`src/rtl/incdec_ex.sv`:
```
// rtl/incdec_ex.sv - address incrementer/decrementer with stepped commands, bus freeze and sticky carry
module incdec_ex #(
    parameter int WIDTH = 16,
    parameter int CNTW  = 8
) (
    input  logic             CLK,
    input  logic             RES,
    input  logic             LD,
    input  logic [WIDTH-1:0] DIN,
    input  logic             CMD_VALID,
    output logic             CMD_READY,
    input  logic             CMD_DEC,
    input  logic             CMD_PAIR,
    input  logic [CNTW-1:0]  CMD_CNT,
    input  logic             BUS_DISABLE,
    output logic [WIDTH-1:0] A,
    output logic [WIDTH-1:0] AREG_Q,
    output logic             CARRY,
    output logic             DONE
);

    localparam int HALF = WIDTH / 2;

    localparam logic [WIDTH-1:0] FULL_ONE  = WIDTH'(1);
    localparam logic [HALF-1:0]  HALF_ONE  = HALF'(1);
    localparam logic [CNTW-1:0]  CNT_ONE   = CNTW'(1);
    localparam logic [CNTW-1:0]  CNT_ZERO  = '0;
    localparam logic [WIDTH-1:0] FULL_ONES = '1;
    localparam logic [HALF-1:0]  HALF_ONES = '1;

    typedef enum logic [1:0] {
        ST_IDLE = 2'd0,
        ST_RUN  = 2'd1,
        ST_DONE = 2'd2
    } state_t;

    state_t           state_q, state_d;
    logic [WIDTH-1:0] areg_q, areg_d;
    logic [WIDTH-1:0] a_q, a_d;
    logic [CNTW-1:0]  rem_q, rem_d;
    logic             carry_q, carry_d;
    logic             dec_q, dec_d;
    logic             pair_q, pair_d;

    logic [WIDTH-1:0] step_val;
    logic             step_wrap;
    logic [HALF-1:0]  low_cur;
    logic [HALF-1:0]  low_nxt;

    // One step of the latched command: full-width or low-half only, with wrap detect
    always_comb begin
        step_val  = areg_q;
        step_wrap = 1'b0;
        low_cur   = areg_q[HALF-1:0];
        low_nxt   = dec_q ? (low_cur - HALF_ONE) : (low_cur + HALF_ONE);
        if (pair_q) begin
            step_val  = dec_q ? (areg_q - FULL_ONE) : (areg_q + FULL_ONE);
            step_wrap = dec_q ? (areg_q == '0) : (areg_q == FULL_ONES);
        end else begin
            step_val  = {areg_q[WIDTH-1:HALF], low_nxt};
            step_wrap = dec_q ? (low_cur == '0) : (low_cur == HALF_ONES);
        end
    end

    // Next-state: LD has priority over everything (load in IDLE, abort elsewhere)
    always_comb begin
        state_d = state_q;
        areg_d  = areg_q;
        rem_d   = rem_q;
        carry_d = carry_q;
        dec_d   = dec_q;
        pair_d  = pair_q;
        if (LD) begin
            areg_d  = DIN;
            state_d = ST_IDLE;
            rem_d   = CNT_ZERO;
        end else begin
            case (state_q)
                ST_IDLE: begin
                    if (CMD_VALID) begin
                        dec_d   = CMD_DEC;
                        pair_d  = CMD_PAIR;
                        rem_d   = CMD_CNT;
                        carry_d = 1'b0;
                        state_d = (CMD_CNT != CNT_ZERO) ? ST_RUN : ST_DONE;
                    end
                end
                ST_RUN: begin
                    if (!BUS_DISABLE) begin
                        areg_d  = step_val;
                        carry_d = carry_q | step_wrap;
                        rem_d   = rem_q - CNT_ONE;
                        if (rem_q == CNT_ONE) begin
                            state_d = ST_DONE;
                        end
                    end
                end
                ST_DONE: begin
                    state_d = ST_IDLE;
                end
                default: begin
                    state_d = ST_IDLE;
                end
            endcase
        end
        // External address follows the register only while the bus is enabled
        a_d = BUS_DISABLE ? a_q : areg_d;
    end

    // State registers with asynchronous reset
    always_ff @(posedge CLK or posedge RES) begin
        if (RES) begin
            state_q <= ST_IDLE;
            areg_q  <= '0;
            a_q     <= '0;
            rem_q   <= '0;
            carry_q <= 1'b0;
            dec_q   <= 1'b0;
            pair_q  <= 1'b0;
        end else begin
            state_q <= state_d;
            areg_q  <= areg_d;
            a_q     <= a_d;
            rem_q   <= rem_d;
            carry_q <= carry_d;
            dec_q   <= dec_d;
            pair_q  <= pair_d;
        end
    end

    assign CMD_READY = (state_q == ST_IDLE) & ~LD;
    assign DONE      = (state_q == ST_DONE);
    assign A         = a_q;
    assign AREG_Q    = areg_q;
    assign CARRY     = carry_q;

endmodule

```
`config.mk`:
```
export PLATFORM = sky130hd
export DESIGN_NAME = incdec_ex
export DESIGN_NICKNAME = d
export VERILOG_FILES = /design/src/rtl/incdec_ex.sv
export SDC_FILE = /design/constraint.sdc
export NUM_CORES = 1
export LEC_CHECK = 0
export BUFFER_PORTS_ARGS = -buffer_cell sky130_fd_sc_hd__buf_2
export CAP_MARGIN = 20
export CORE_ASPECT_RATIO = 0.6
export CORE_MARGIN = 2
export CORE_UTILIZATION = 25
export CTS_BUF_LIST = sky130_fd_sc_hd__clkbuf_4
export CTS_CLUSTER_DIAMETER = 40
export DETAILED_ROUTE_END_ITERATION = 8
export GPL_TIMING_DRIVEN = 0
export PLACE_DENSITY = 0.45
export SYNTH_ARGS = -nofsm -noshare
export SYNTH_HDL_FRONTEND = slang
export SYNTH_SLANG_ARGS = --single-unit
```
`constraint.sdc`:
```
create_clock -name CLK -period 3.16 [get_ports CLK]
set_clock_uncertainty 0.15 [all_clocks]
set_input_delay 0.632 -clock CLK [delete_from_list [all_inputs] [get_ports CLK]]
set_output_delay 0.632 -clock CLK [all_outputs]
set_load 0.005 [all_outputs]
```
==> results of run 1 <==
[worst max path at each step]
stage,cells after the start,start,endpoint
floorplan,8,dec_q,AREG_Q[14]
global placement,8,dec_q,A[14]
detailed placement,8,dec_q,A[14]
CTS,8,dec_q,A[14]
global route,8,dec_q,A[14]
finish,8,dec_q,A[14]
[what timing repair did]
action | CTS | global route
endpoints found under the setup margin | 2 | 2
pin swaps | 0 | 0
gates resized for setup | 1 | 1
setup buffers | 0 | 0
[worst max-delay path, cell delays in order, from the launching register on]
cell	delay, ps
dfrtp_4	610
inv_1	170
fa_1	450
nor2b_4	150
o2111ai_1	190
a32oi_1	440
a311oi_1	170
xnor2_1	250
a21oi_1	110
[metal layers]
| metal | GRT usage (%) | wire length, um | part of all wire [%] |
|---|---|---|---|
| met1 | 27.0 | 5920 | 57 |
| met2 | 20.9 | 3770 | 36 |
| met3 | 3.71 | 656 | 6.3 |
| met4 | 2.48 | 46 | 0.44 |
| met5 | 0 | 0 | 0 |
[placed cells by master, fill, tap and decap left out, types with 12 or more instances in the layout]
cell type | synthesis | layout
o21ai_0 | 21 | 21
a21oi_1 | 35 | 35
ha_1 | 16 | 16
nor2_1 | 27 | 27
nand2_1 | 30 | 30
dfrtp_1 | 45 | 44
inv_1 | 13 | 12
buf_2 | 4 | 67
[state kept, by name (all words and copies together), names as in the netlist]
signal	count
dec_q	1
A	16
rem_q	8
pair_q	1
AREG_Q	16
state_q	2
CARRY	1
[synthesized netlist by cell type, drive strengths merged (3+ instances only)]
master  count
nor2       28
a22oi       3
o211ai      4
a21o        8
dfrtp      45
and2        3
ha         16
nand4       6
nand2b      3
nor4        7
a31oi       7
nand2      31
nor3       11
mux2        8
mux2i       3
a211oi      9
a21oi      35
and3        3
nor2b       3
clkbuf     11
o21a       10
nor3b       3
o21ai      25
o31ai       7
buf         5
nand3      11
inv        13
o22ai       4
[cell families after synthesis]
logic type,count (synthesis),synth area share [%]
adders and majority gates,17,7.15
AOI/OAI and AO/OA,130,28.1
muxes,11,3.90
xor gates and xnor gates,4,1.14
DFF,45,36.6
and+or+nand+nor,116,19.3
buffers and inverters,29,3.82
[power breakdown]
part / total [mW] / leakage, nW / switching, mW / internal [mW]
clock: 0.387 / 0.0433 / 0.214 / 0.174
sequential: 0.788 / 0.545 / 0.117 / 0.671
combinational: 1.10 / 1.04 / 0.640 / 0.456
[metrics by stage]
stage	cell area, um2	total power [mW]
6_report	3700	2.27
5_1_grt	3700	2.46
4_1_cts	3700	2.28
3_5_place_dp	3620	1.88
3_3_place_gp	3600	1.87
2_1_floorplan	3080	1.54
[cell type report]
cell class                 count  share of cell area (%)
buffer                        16                    1.86
multi-input combinational    278                    49.5
clock buffer                   6                    1.22
clock inverter                 2                   0.912
sequential                    45                    30.5
inverter                      13                    1.32
tap                          165                    5.58
timing repair buffer          64                    9.06
==> flow_summary.yaml, run 1 <==
finish:
  multi_input_area_mm2: 0.00183
  fin_nets: 471
  fin_util_pct: 30.8
  nFillCells: 1298
  n_antenna_cell: 0
  fin_cells: 589
  final-seq-area_mm2: 0.00113
  drive_above_1_share_pct: 22.9
  syn_to_final_growth_pct: 20.3
floorplan:
  ios: 66
  die_y_um: 90.0
  initial_utilization_pct: 25.6
  fp-row-count: 31
  core_mm2: 0.0120
  die_x_um: 147
  dieArea_mm2: 0.0132
timing:
  holdWs_ps: 42.2
  slew-limit-headroom_pct: 51.1
  post-route-period-util_pct: 88.9
  hold_viol_final: 0
  worst_pin_slew_ps: 734
  setup_viol_count_final: 0
  setup_tns_ps: 0
  min_period_ps: 2810
  rsz0062_at_grt: "false"
  slew_viol_final: 0
  max_freq_mhz: 356
  fin_ws_ps: 352
logic_synthesis:
  synth_area_leaders: "dfrtp_1 37%, ha_1 6.5%, a21oi_1 5.7%"
  netlist.area_leader.share_pct: 36.6
  synth_edf_count: 0
  ys_warn_count: 0
  yosys.area.top_type: "dfrtp_1"
  synth-main-ff-cell: "dfrtp_1"
  syn_inst: 352
  ys_ff_latch: 45
  yosysUniqueCellTypes: 61
  synth_nets: 400
  ys_seq_area_share_pct: 36.6
  netlist_area_mm2: 0.00308
  synth-async-reset-ratio_pct: 100
  syn_avg_cell_area_um2: 8.74
placed_design:
  hpwl_um: 8200
  place_inst: 581
  io_buffer_count: 63
  gp_congestion: 0.841
  dpl_worst_slack_ps: -4.16
setup_path:
  rr_endpoint: "A[14]"
  cp_data_arrival_time_ps: 2920
  required_ps: 3270
  cp-end-kind: "register"
  r2r-start: "dec_q"
  start_kind: "register"
  crit_fanout: 22
  r2r_cells: 8
  r2r_slack_ps: 350
  worstSetupPathType: "reg2reg"
clocking:
  cts_buffer_depth: 2
  cts.clk_slew.worst_paths_ps: 160
  worst_skew_pair.late_latency_ps: 390
  root_buffer: "clkbuf_4"
  cts_made_buffers: 5
  cts_tree: "done"
  hold_buffers: 0
  cts_sinks: 45
  htree_levels: 2
drt:
  drtIter0Drc: 200
  viasPerCell: 5.07
  wire_per_inst_um: 17.6
  drtAntennaViolNets: 0
  post-route-drc-count: 0
  firstDrtPassIters: 5
  wirelength_um: 10400
  routed-via-count: 2984
grt:
  grt_pass1_wl_um: 16700
  grt_pass1_vias: 2927
  grt_overflow: 0
  grt_usage_pct: 16.2
  antenna_found_initial: 0
  grt_max_degree: 32
worst_hold_path:
  hp-class: "in2async"
outcome:
  status: "finished clean"
power:
  irDropWorstVdd_mv: 0.173
  power_density_mw_per_mm2: 613
  leakage_nw: 1.63
run:
  cap_violations: 0
(Power assumes the default switching activity.)
==> run 2: changes to the inputs <==
==> constraint.sdc (replaced) <==
create_clock -name CLK -period 3.25 [get_ports CLK]
set_clock_uncertainty 0.15 [all_clocks]
set_input_delay 0.65 -clock CLK [delete_from_list [all_inputs] [get_ports CLK]]
set_output_delay 0.65 -clock CLK [all_outputs]
set_load 0.005 [all_outputs]
==> flow_summary.yaml, run 2 (synthesis results as in run 1) <==
grt:
  grt_max_degree: 32
  gr-usage-met3_pct: 3.71
  grt_usage_pct: 16.2
  gr-usage-met1_pct: 27.0
  grt_overflow: 0
  antenna_found_initial: 0
  busiest_layer: "met1"
  grt_use_met2_pct: 20.9
  grt_pass1_vias: 2927
  grt_pass1_wl_um: 16700
clocking:
  root_buffer: "clkbuf_4"
  cts_tree: "done"
  cts.clk_slew.worst_paths_ps: 150
  worst_skew_pair.late_latency_ps: 390
  cts_sinks: 45
  cts_made_buffers: 5
  hold_buffers: 0
  cts_buffer_depth: 2
  postCtsSetupRepairBufs: 0
  htree_levels: 2
  post_cts_resized: 0
timing:
  setup_tns_ps: 0
  rsz0062_at_grt: "false"
  setup_viol_count_final: 0
  post-route-period-util_pct: 89.2
  min_period_ps: 2900
  fin_ws_ps: 353
  hold_viol_final: 0
  slew_viol_final: 0
  max_freq_mhz: 345
  worst_pin_slew_ps: 749
  slew-limit-headroom_pct: 50.1
setup_path:
  start_kind: "register"
  crit_slowest_cell: "dfrtp_2"
  cp_data_arrival_time_ps: 3010
  worstSetupPathType: "reg2reg"
  r2r-start: "dec_q"
  required_ps: 3360
  rr_endpoint: "A[14]"
  worstPathCellList: "inv_1, fa_1, nor2b_4, o2111ai_1, a32oi_1, a311oi_1, xnor2_1, a21oi_1"
  crit_fanout: 22
  r2r_slack_ps: 350
  r2r_cells: 8
  cp-end-kind: "register"
  max_stage_delay_ps: 660
drt:
  wire_per_inst_um: 17.6
  wirelength_um: 10400
  drtIter0Drc: 197
  post-route-drc-count: 0
  viasPerCell: 5.02
  firstDrtPassIters: 5
  routed-via-count: 2956
  drtAntennaViolNets: 0
placed_design:
  hpwl_um: 8200
  dpl_worst_slack_ps: 85.8
  gp_congestion: 0.841
  io_buffer_count: 63
power:
  p_sw_mw: 0.942
  swShare_pct: 42.8
  pwr-share-clk_pct: 17.1
  power_density_mw_per_mm2: 596
  leakage_nw: 1.63
  totalPowerFinal_mw: 2.20
  power.internal_mw: 1.26
  irDropWorstVdd_mv: 0.168
  p_comb_share_pct: 48.3
  power_frac_seq_pct: 34.7
finish:
  final_cell_mix: "67 x buf_2, 44 x dfrtp_1, 35 x a21oi_1"
  final_common_cell: "buf_2"
  n_antenna_cell: 0
  fin_nets: 471
  syn_to_final_growth_pct: 20.2
  drive_above_1_share_pct: 22.9
floorplan:
  dieArea_mm2: 0.0132
  core_mm2: 0.0120
  die_y_um: 90.0
  initial_utilization_pct: 25.6
  ios: 66
  die_x_um: 147
  fp-row-count: 31
outcome:
  status: "finished clean"
worst_hold_path:
  hp-class: "in2async"
run:
  cap_violations: 0
run 2: cell types whose count changed in the layout (fill, tap and decap cells not counted):
cell	change
dfrtp_4	-1
dfrtp_2	+1
run 2: metrics by stage:
step                      std cells  util [%]  cell area, um2  hold WS, ps
final                           589      30.8            3700         57.7
after global routing            589      30.8            3700         51.3
after CTS                       589      30.8            3700         43.9
after detailed placement        581      30.1            3620          319
after global placement          580      29.9            3600          316
after floorplan                 352         -            3080          325
run 2: worst max-delay path, delay by kind of cell (launching register included):
| kind | cells | cell delay [ps] |
|---|---|---|
| buffers and inverters | 1 | 210 |
| and+or+nand+nor | 1 | 150 |
| adders and majority gates | 1 | 460 |
| xor gates and xnor gates | 1 | 250 |
| AOI/OAI and AO/OA | 4 | 890 |
| DFF | 1 | 660 |
run 2: cell type report:
type                       count  area [um2]
timing repair buffer          64         335
clock inverter                 2        33.8
multi-input combinational    278        1830
sequential                    45        1130
clock buffer                   6        45.0
inverter                      13        48.8
buffer                        16        68.8
fill                        1297        8320
tap                          165         206
run 2: power groups by stage:
stage          clock [mW]  sequential, mW  combinational [mW]
2_1_floorplan           0           0.748               0.753
3_3_place_gp            0           0.775                1.04
3_5_place_dp            0           0.774                1.05
4_1_cts             0.393           0.763                1.06
5_1_grt             0.408           0.784                1.20
6_report            0.377           0.764                1.06
run 2: how the worst max path moves through the flow:
stage	start	to	slack [ps]
after floorplan	dec_q	AREG_Q[14]	760
after global placement	dec_q	A[14]	50
after detailed placement	dec_q	A[14]	90
after CTS	dec_q	A[14]	40
after global routing	dec_q	A[14]	30
final	dec_q	A[14]	350
run 2: per-layer routing:
layer | routed length [um] | up-vias
met5 | 0 | -
met4 | 46 | 0
met3 | 574 | 5
li1 | - | 1473
met1 | 5960 | 1405
met2 | 3820 | 73
